## src/rtl/updown_btn_ctrl_if.sv

```systemverilog
// Button-side bus for updown_btn_ctrl: raw pushbuttons in, direction level and event pulses out.
// The slave modport is the controller's view; master is the driver/observer side.
interface updown_btn_ctrl_if;
    logic btn_up;
    logic btn_down;
    logic up_down;
    logic up_evt;
    logic dn_evt;
    logic dir_chg;
    logic conflict;

    modport master (
        output btn_up,
        output btn_down,
        input  up_down,
        input  up_evt,
        input  dn_evt,
        input  dir_chg,
        input  conflict
    );

    modport slave (
        input  btn_up,
        input  btn_down,
        output up_down,
        output up_evt,
        output dn_evt,
        output dir_chg,
        output conflict
    );
endinterface

```

## src/rtl/updown_btn_ctrl.sv

```systemverilog
// Up/down pushbutton front end: per-button 2-flop sync, debounce and press detect,
// feeding a registered direction level plus one-cycle event pulses for the mod-N counter.
module updown_btn_ctrl #(
    parameter int unsigned DB_CYCLES = 4,
    parameter int unsigned DB_W      = 16
) (
    input  logic               clk,
    input  logic               reset,
    updown_btn_ctrl_if.slave   bus
);

    localparam int unsigned NBTN   = 2;
    localparam int unsigned IDX_UP = 0;
    localparam int unsigned IDX_DN = 1;
    localparam logic [DB_W-1:0] DB_TARGET = DB_W'(DB_CYCLES);
    localparam logic [DB_W-1:0] CNT_ONE   = DB_W'(1);

    logic [NBTN-1:0] raw_c;

    logic [NBTN-1:0] s1_q, s1_d;
    logic [NBTN-1:0] s2_q, s2_d;
    logic [NBTN-1:0] deb_q, deb_d;
    logic [NBTN-1:0] deb_prev_q, deb_prev_d;
    logic [DB_W-1:0] cnt_q [NBTN];
    logic [DB_W-1:0] cnt_d [NBTN];
    logic [NBTN-1:0] press_c;

    logic up_down_q,  up_down_d;
    logic up_evt_q,   up_evt_d;
    logic dn_evt_q,   dn_evt_d;
    logic dir_chg_q,  dir_chg_d;
    logic conflict_q, conflict_d;

    assign raw_c[IDX_UP] = bus.btn_up;
    assign raw_c[IDX_DN] = bus.btn_down;

    // Two-stage synchroniser; only s2 is used downstream.
    always_comb begin
        s1_d = raw_c;
        s2_d = s1_q;
    end

    // Debounce: a mismatch must persist DB_CYCLES edges in a row before deb follows s2.
    always_comb begin
        deb_d = deb_q;
        for (int unsigned i = 0; i < NBTN; i++) begin
            cnt_d[i] = '0;
            if (s2_q[i] != deb_q[i]) begin
                if ((cnt_q[i] + CNT_ONE) == DB_TARGET) begin
                    deb_d[i] = s2_q[i];
                end else begin
                    cnt_d[i] = cnt_q[i] + CNT_ONE;
                end
            end
        end
    end

    // Rising edge of the debounced level is a press; releases are ignored.
    always_comb begin
        deb_prev_d = deb_q;
        press_c    = deb_q & ~deb_prev_q;
    end

    // Direction and event stage; simultaneous presses are reported but change nothing.
    always_comb begin
        up_down_d  = up_down_q;
        up_evt_d   = 1'b0;
        dn_evt_d   = 1'b0;
        dir_chg_d  = 1'b0;
        conflict_d = 1'b0;
        unique case (press_c)
            2'b01: begin
                up_evt_d  = 1'b1;
                up_down_d = 1'b1;
                dir_chg_d = ~up_down_q;
            end
            2'b10: begin
                dn_evt_d  = 1'b1;
                up_down_d = 1'b0;
                dir_chg_d = up_down_q;
            end
            2'b11: begin
                conflict_d = 1'b1;
            end
            default: begin
            end
        endcase
    end

    always_ff @(posedge clk) begin
        if (!reset) begin
            s1_q       <= '0;
            s2_q       <= '0;
            deb_q      <= '0;
            deb_prev_q <= '0;
            for (int unsigned i = 0; i < NBTN; i++) begin
                cnt_q[i] <= '0;
            end
            up_down_q  <= 1'b0;
            up_evt_q   <= 1'b0;
            dn_evt_q   <= 1'b0;
            dir_chg_q  <= 1'b0;
            conflict_q <= 1'b0;
        end else begin
            s1_q       <= s1_d;
            s2_q       <= s2_d;
            deb_q      <= deb_d;
            deb_prev_q <= deb_prev_d;
            for (int unsigned i = 0; i < NBTN; i++) begin
                cnt_q[i] <= cnt_d[i];
            end
            up_down_q  <= up_down_d;
            up_evt_q   <= up_evt_d;
            dn_evt_q   <= dn_evt_d;
            dir_chg_q  <= dir_chg_d;
            conflict_q <= conflict_d;
        end
    end

    assign bus.up_down  = up_down_q;
    assign bus.up_evt   = up_evt_q;
    assign bus.dn_evt   = dn_evt_q;
    assign bus.dir_chg  = dir_chg_q;
    assign bus.conflict = conflict_q;

endmodule
```

## src/flat_wrapper.sv

```systemverilog
// flat-port wrapper written by rule: the top's interface ports become plain ports
module updown_btn_ctrl_flat 
#(
    parameter int unsigned DB_CYCLES = 4,
    parameter int unsigned DB_W      = 16
)
  (clk, reset, bus_btn_up, bus_btn_down, bus_up_down, bus_up_evt, bus_dn_evt, bus_dir_chg, bus_conflict);
  updown_btn_ctrl_if bus_i ();
  input  logic clk;
  input  logic reset;
  input wire logic [$bits(bus_i.btn_up)-1:0] bus_btn_up;
  input wire logic [$bits(bus_i.btn_down)-1:0] bus_btn_down;
  output wire logic [$bits(bus_i.up_down)-1:0] bus_up_down;
  output wire logic [$bits(bus_i.up_evt)-1:0] bus_up_evt;
  output wire logic [$bits(bus_i.dn_evt)-1:0] bus_dn_evt;
  output wire logic [$bits(bus_i.dir_chg)-1:0] bus_dir_chg;
  output wire logic [$bits(bus_i.conflict)-1:0] bus_conflict;
  assign bus_i.btn_up = bus_btn_up;
  assign bus_i.btn_down = bus_btn_down;
  assign bus_up_down = bus_i.up_down;
  assign bus_up_evt = bus_i.up_evt;
  assign bus_dn_evt = bus_i.dn_evt;
  assign bus_dir_chg = bus_i.dir_chg;
  assign bus_conflict = bus_i.conflict;
  updown_btn_ctrl #(.DB_CYCLES(DB_CYCLES), .DB_W(DB_W)) u_core (.clk(clk), .reset(reset), .bus(bus_i));
endmodule
```

## config.mk

```make
export PLATFORM = sky130hd
export DESIGN_NAME = updown_btn_ctrl_flat
export DESIGN_NICKNAME = d
export VERILOG_FILES = /design/src/rtl/updown_btn_ctrl_if.sv /design/src/rtl/updown_btn_ctrl.sv /design/src/flat_wrapper.sv
export SDC_FILE = /design/constraint.sdc
export NUM_CORES = 1
export LEC_CHECK = 0
export CAP_MARGIN = 10
export CELL_PAD_IN_SITES_DETAIL_PLACEMENT = 0
export CELL_PAD_IN_SITES_GLOBAL_PLACEMENT = 2
export CORE_MARGIN = 2
export CORE_UTILIZATION = 34
export CTS_CLUSTER_SIZE = 25
export DETAILED_ROUTE_END_ITERATION = 8
export PLACE_DENSITY_LB_ADDON = 0.1
export SLEW_MARGIN = 20
export SYNTH_ARGS = -nofsm -noshare
export SYNTH_HDL_FRONTEND = slang
export SYNTH_SLANG_ARGS = --single-unit
```

## constraint.sdc

```tcl
create_clock -name clk -period 2.1 [get_ports clk]
set_input_delay 0.21 -clock clk [delete_from_list [all_inputs] [get_ports clk]]
set_output_delay 0.21 -clock clk [all_outputs]
set_load 0.01 [all_outputs]
```

-- Word level (Yosys, flattened, before mapping)
Memories as Yosys holds them, arrays and structs flattened.
Cells that the tools add are included.
- memories: 1
- word-level logic and storage cells: 41
- output and inout port bits: 5
- input bits: 4
- RAM bits: 32
- flip-flop bits (word level): 13
- mux-type cells: 13
- reductions and logical operators: 3
- equality and inequality tests: 7
- add/sub/neg operators: 2
- bitwise gates (word level): 5
- memories (name ; depth ; width ; rd ports ; clocked after memory_dff ; write ports ; RTL line ; text):
    u_core.cnt_q ; 2 ; 16 ; 2 ; 0 ; 2 ; updown_btn_ctrl.sv:24 ; logic [DB_W-1:0] cnt_q [NBTN];
- operators with widths (operator ; count):
    2-to-1 mux 16 bit ; 6
    adder 16 x 1 -> 16 bit (second input constant) ; 2
    == test 16 x 3 -> 1 bit (second input constant) ; 2
    2-to-1 mux 1 bit ; 5
    == test 2 bit (second input constant) ; 2
    case mux 1 bit (2 select lines) ; 2
    AND reduction 2 bit ; 2
    AND 2 bit ; 1
    == test 2 x 1 -> 1 bit (second input constant) ; 1
    inequality test 1 bit ; 2
    NOT 2 bit ; 1
    OR 1 bit ; 2
    nonzero test 2 bit ; 1
    NOT 1 bit ; 1

-- Longest topological paths before layout
Gate-level depths: netlist of run 1.
- word-level depth: 5
- mapped depth: 8
- depth with buffers taken out: 7

-- Least setup slack after synthesis of run 1
No wires, ideal clock.
- kind: register -> register
- start: memory u_core.cnt_q[0][0]
- end: memory u_core.cnt_q[0][2]
- setup slack: -0.139 ns
- data arrival time: 2.124 ns
- cell stages (with the launch flop): 9
- buffers on the path: 1
- library setup time: 0.115 ns
- cell sequence: dfxtp_1 > ha_1 > or4b_1 > a2111oi_0 > nand4_1 > nor4_2 > a31o_1 > buf_6 > nor2_1
- RTL lines (element ; RTL line):
    start: declaration ; updown_btn_ctrl.sv:24

==> results_dict.tcl, run 1 <==
set metrics [dict create \
    clkPwrFrac 0.432 \
    final_layout_size_suffix_gt1_frac 0.258 \
    intPower_mw 1.23 \
    ant_nets 0 \
    dpl.hpwl_mm 3.03 \
    grt_max_degree 17 \
    place.port_buffers 8 \
    drtIter0Drc 34 \
    min_path_type "reg -> reg" \
    synth-seq-cells 45 \
    cp-start-kind "flop" \
    synth_top_cell_by_area "dfxtp_1" \
    drtPass1Iterations 4 \
    drv_cap 0 \
    post-route-min-period_ns 2.09 \
    synth_edf_count 0 \
    final_core_util 0.457 \
    n_antenna_cell 0 \
    cts_buffers 5 \
    io_pins 9 \
    synth-seq-area-share 0.424 \
    ys.flop_type "dfxtp_1" \
    slew_headroom 0.709 \
    r2r_cells 8 \
    outcome "finished, final reports clean" \
    ys_async_sr_fraction 0 \
    critical_path_class "reg -> reg" \
    chipHeight_um 83.0 \
    synth_common_cells "dfxtp_1 (45), nor2_1 (36), nand2_1 (18)" \
    num_rows 28 \
    via_per_inst 4.79 \
    syn_nets 246 \
    grt_usage 0.132 \
    setup_viol 0 \
    hold_end "u_core.s2_q[1]" \
    nFillCells 595 \
    p_sw_uw 328 \
    drt-total-wl_mm 4.20 \
    leakage_nw 0.971 \
    p_per_area_mw_per_mm2 571 \
    rsz0062_at_grt "true" \
    slew_viol_final 0 \
    via_count 1677 \
    min_from "u_core.s1_q[1]" \
    synth_area_leaders "dfxtp_1 (42%), xor2_1 (7.0%), nor2_1 (6.4%), xnor2_1 (6.2%), ha_1 (3.5%)" \
    crit_required_ns 2.33 \
    worstPathArrival_ns 2.33 \
    vdd_ir_drop_max_uv 356 \
    drc_errors 0 \
    synth_cell_types 46 \
    finalHoldViolCount 0 \
    syn_inst 236 \
    dp_slack_ns -0.112 \
    initial_core_util 0.354 \
    tritoncts "built" \
    antenna_found_initial 0 \
    comb_power_share 0.018 \
    worst_pin_slew_ns 0.432 \
    nets 284 \
    die_x_um 83.0 \
    crit_path_end_kind "flop" \
    swShare 0.210 \
    cts.sinks 45 \
    gr-total-overflow 0 \
    yosysMostFrequentCell "dfxtp_1" \
    first_global_vias 1681 \
    grt_first_pass_wirelength_mm 7.53 \
    fmax_ghz 0.477 \
    yosysTopAreaCellShare 0.424 \
    post-route-period-util 0.997 \
    path_max_fanout 5 \
    gp_congestion 0.748 \
    setup_ws_ns 0.00546 \
    r2r_end "u_core.cnt_q[0][0]" \
    clockBufferDepth 2 \
    path_clk_slew_ns 0.09 \
    insertion_delay_ns 0.30 \
    p_seq_frac 0.550 \
    worstHoldPathCells 1 \
    cts-htree-levels 2 \
    coreArea_mm2 0.00599 \
    cts-root-buf "clkbuf_8" \
    ys_warn_count 0 \
    synth_area_mm2 0.00212 \
    worst_clock_skew_ns 0.00922 \
    avgRoutedWirePerCell_um 12.0 \
    rrSetupSlack_ns 0.005 \
    syn_to_final_growth_pct 28.9 \
    die-area_mm2 0.00689 \
    syn_avg_cell_area_um2 9.00 \
    regToRegStartpoint "u_core.cnt_q[0][0]" \
]
cells by family after synthesis:
kind of cell | Yosys count | share of synthesized area
AO/OA/AOI/OAI | 20 | 0.0695
multiplexers | 3 | 0.0141
buffers and inverters | 16 | 0.0412
flip-flops | 45 | 0.424
AND/OR/NAND/NOR | 114 | 0.283
XOR/XNOR | 32 | 0.132
adder cells (fa/ha/maj) | 6 | 0.0354
routing by layer:
metal | share of wire | wire length [µm] | track usage | vias to the layer above
met5 | 0 | 0 | 0 | -
met4 | 0.013 | 56 | 0.0402 | 0
met3 | 0.024 | 99 | 0.0298 | 5
met2 | 0.49 | 2050 | 0.235 | 12
met1 | 0.47 | 1990 | 0.156 | 779
li1 | - | - | - | 881
through the flow:
step                setup TNS, ns  area (µm²)  hold WS (ns)  power (mW)  instances
global placement           -0.500        2480         0.415       0.907        342
floorplan                       0        2130         0.326       0.891        236
detailed placement          -1.05        2480         0.420       0.907        342
global route               -0.400        2740         0.462        1.63        350
finish                          0        2740         0.441        1.56        350
CTS                             0        2690         0.447        1.59        351
power groups by stage:
stage / sequential (mW) / combinational, mW / clock (mW)
after floorplan: 0.879 / 0.0121 / 0
after global placement: 0.879 / 0.0272 / 0
after detailed placement: 0.879 / 0.0272 / 0
after CTS: 0.860 / 0.0295 / 0.704
after global routing: 0.860 / 0.0325 / 0.739
final: 0.859 / 0.0289 / 0.675
repair_timing:
| item | in CTS | in global routing |
|---|---|---|
| gates resized for setup | 16 | 10 |
| endpoints found under the setup margin | 10 | 10 |
| hold buffers | 0 | 0 |
| pin swaps | 6 | 7 |
| buffers inserted | 1 | 0 |
registers in the layout, indices dropped and copies added, names as in the netlist:
name                 cells
u_core.cnt_q            32
u_core.bus.dn_evt        1
u_core.s2_q              2
u_core.s1_q              2
u_core.deb_prev_q        2
u_core.bus.dir_chg       1
u_core.bus.up_down       1
u_core.bus.up_evt        1
u_core.bus.conflict      1
u_core.deb_prev_d        2
layout make-up:
class	instances	area (µm²)	share of cell area
sequential	45	906	0.331
timing repair buffer	40	328	0.120
clock inverter	3	47.5	0.0174
multi-input combinational	175	1270	0.463
tap	75	93.8	0.0343
inverter	7	26.3	0.00960
clock buffer	5	68.8	0.0251
worst max-delay path: stages (launching register included):
cell	delay, ns
dfxtp_4	0.37
buf_4	0.13
nand3_4	0.09
or3_4	0.40
nor3b_2	0.16
or3_4	0.40
a31o_4	0.25
buf_6	0.13
nor2_1	0.09
layout by cell type (no fill, tap or decap), types with 2 or more instances in the layout:
cell type        netlist  routed
nand2_1               18      18
buf_6                  2       2
xor2_1                17      17
nor4_2                 2       3
nor2_2                 0       3
nand3_1               12      11
mux2i_1                3       3
nand3_4                1       2
clkdlybuf4s50_1        0       8
and4_1                 2       2
clkbuf_8               0       5
nor3_1                 7       6
or3_2                  3       3
o31ai_1                3       2
o21ai_0                4       4
and3_1                 4       4
nor2b_1                3       3
a31o_2                 2       2
inv_1                  7       7
buf_4                  0      30
inv_6                  0       2
nand4_1                5       5
or3_4                  0       2
ha_1                   6       5
dfxtp_1               45      43
a21oi_1                2       2
nor2_1                36      32
and2_1                 8       8
xnor2_1               15      15
how the worst max path moves through the flow:
stage | from | end | cells past startpoint
4_1_cts | u_core.cnt_q[0][1] | u_core.cnt_q[0][8] | 9
3_5_place_dp | u_core.cnt_q[0][1] | u_core.cnt_q[0][3] | 8
5_1_grt | u_core.cnt_q[0][3] | u_core.cnt_q[0][0] | 7
2_1_floorplan | u_core.cnt_q[0][0] | u_core.cnt_q[0][2] | 8
3_3_place_gp | u_core.cnt_q[0][0] | u_core.cnt_q[0][3] | 8
6_report | u_core.cnt_q[0][0] | u_core.cnt_q[0][0] | 8
(Power assumes the default switching activity.)
==> run 2, diff against run 1 <==
--- a/config.mk
+++ b/config.mk
@@ -5,6 +5,7 @@
 export SDC_FILE = /design/constraint.sdc
 export NUM_CORES = 1
 export LEC_CHECK = 0
+export ABC_AREA = 0
 export CAP_MARGIN = 10
 export CELL_PAD_IN_SITES_DETAIL_PLACEMENT = 0
 export CELL_PAD_IN_SITES_GLOBAL_PLACEMENT = 2
==> results of run 2 <==
Same layout as run 1: the final DEF is identical, and so are final timing and power.
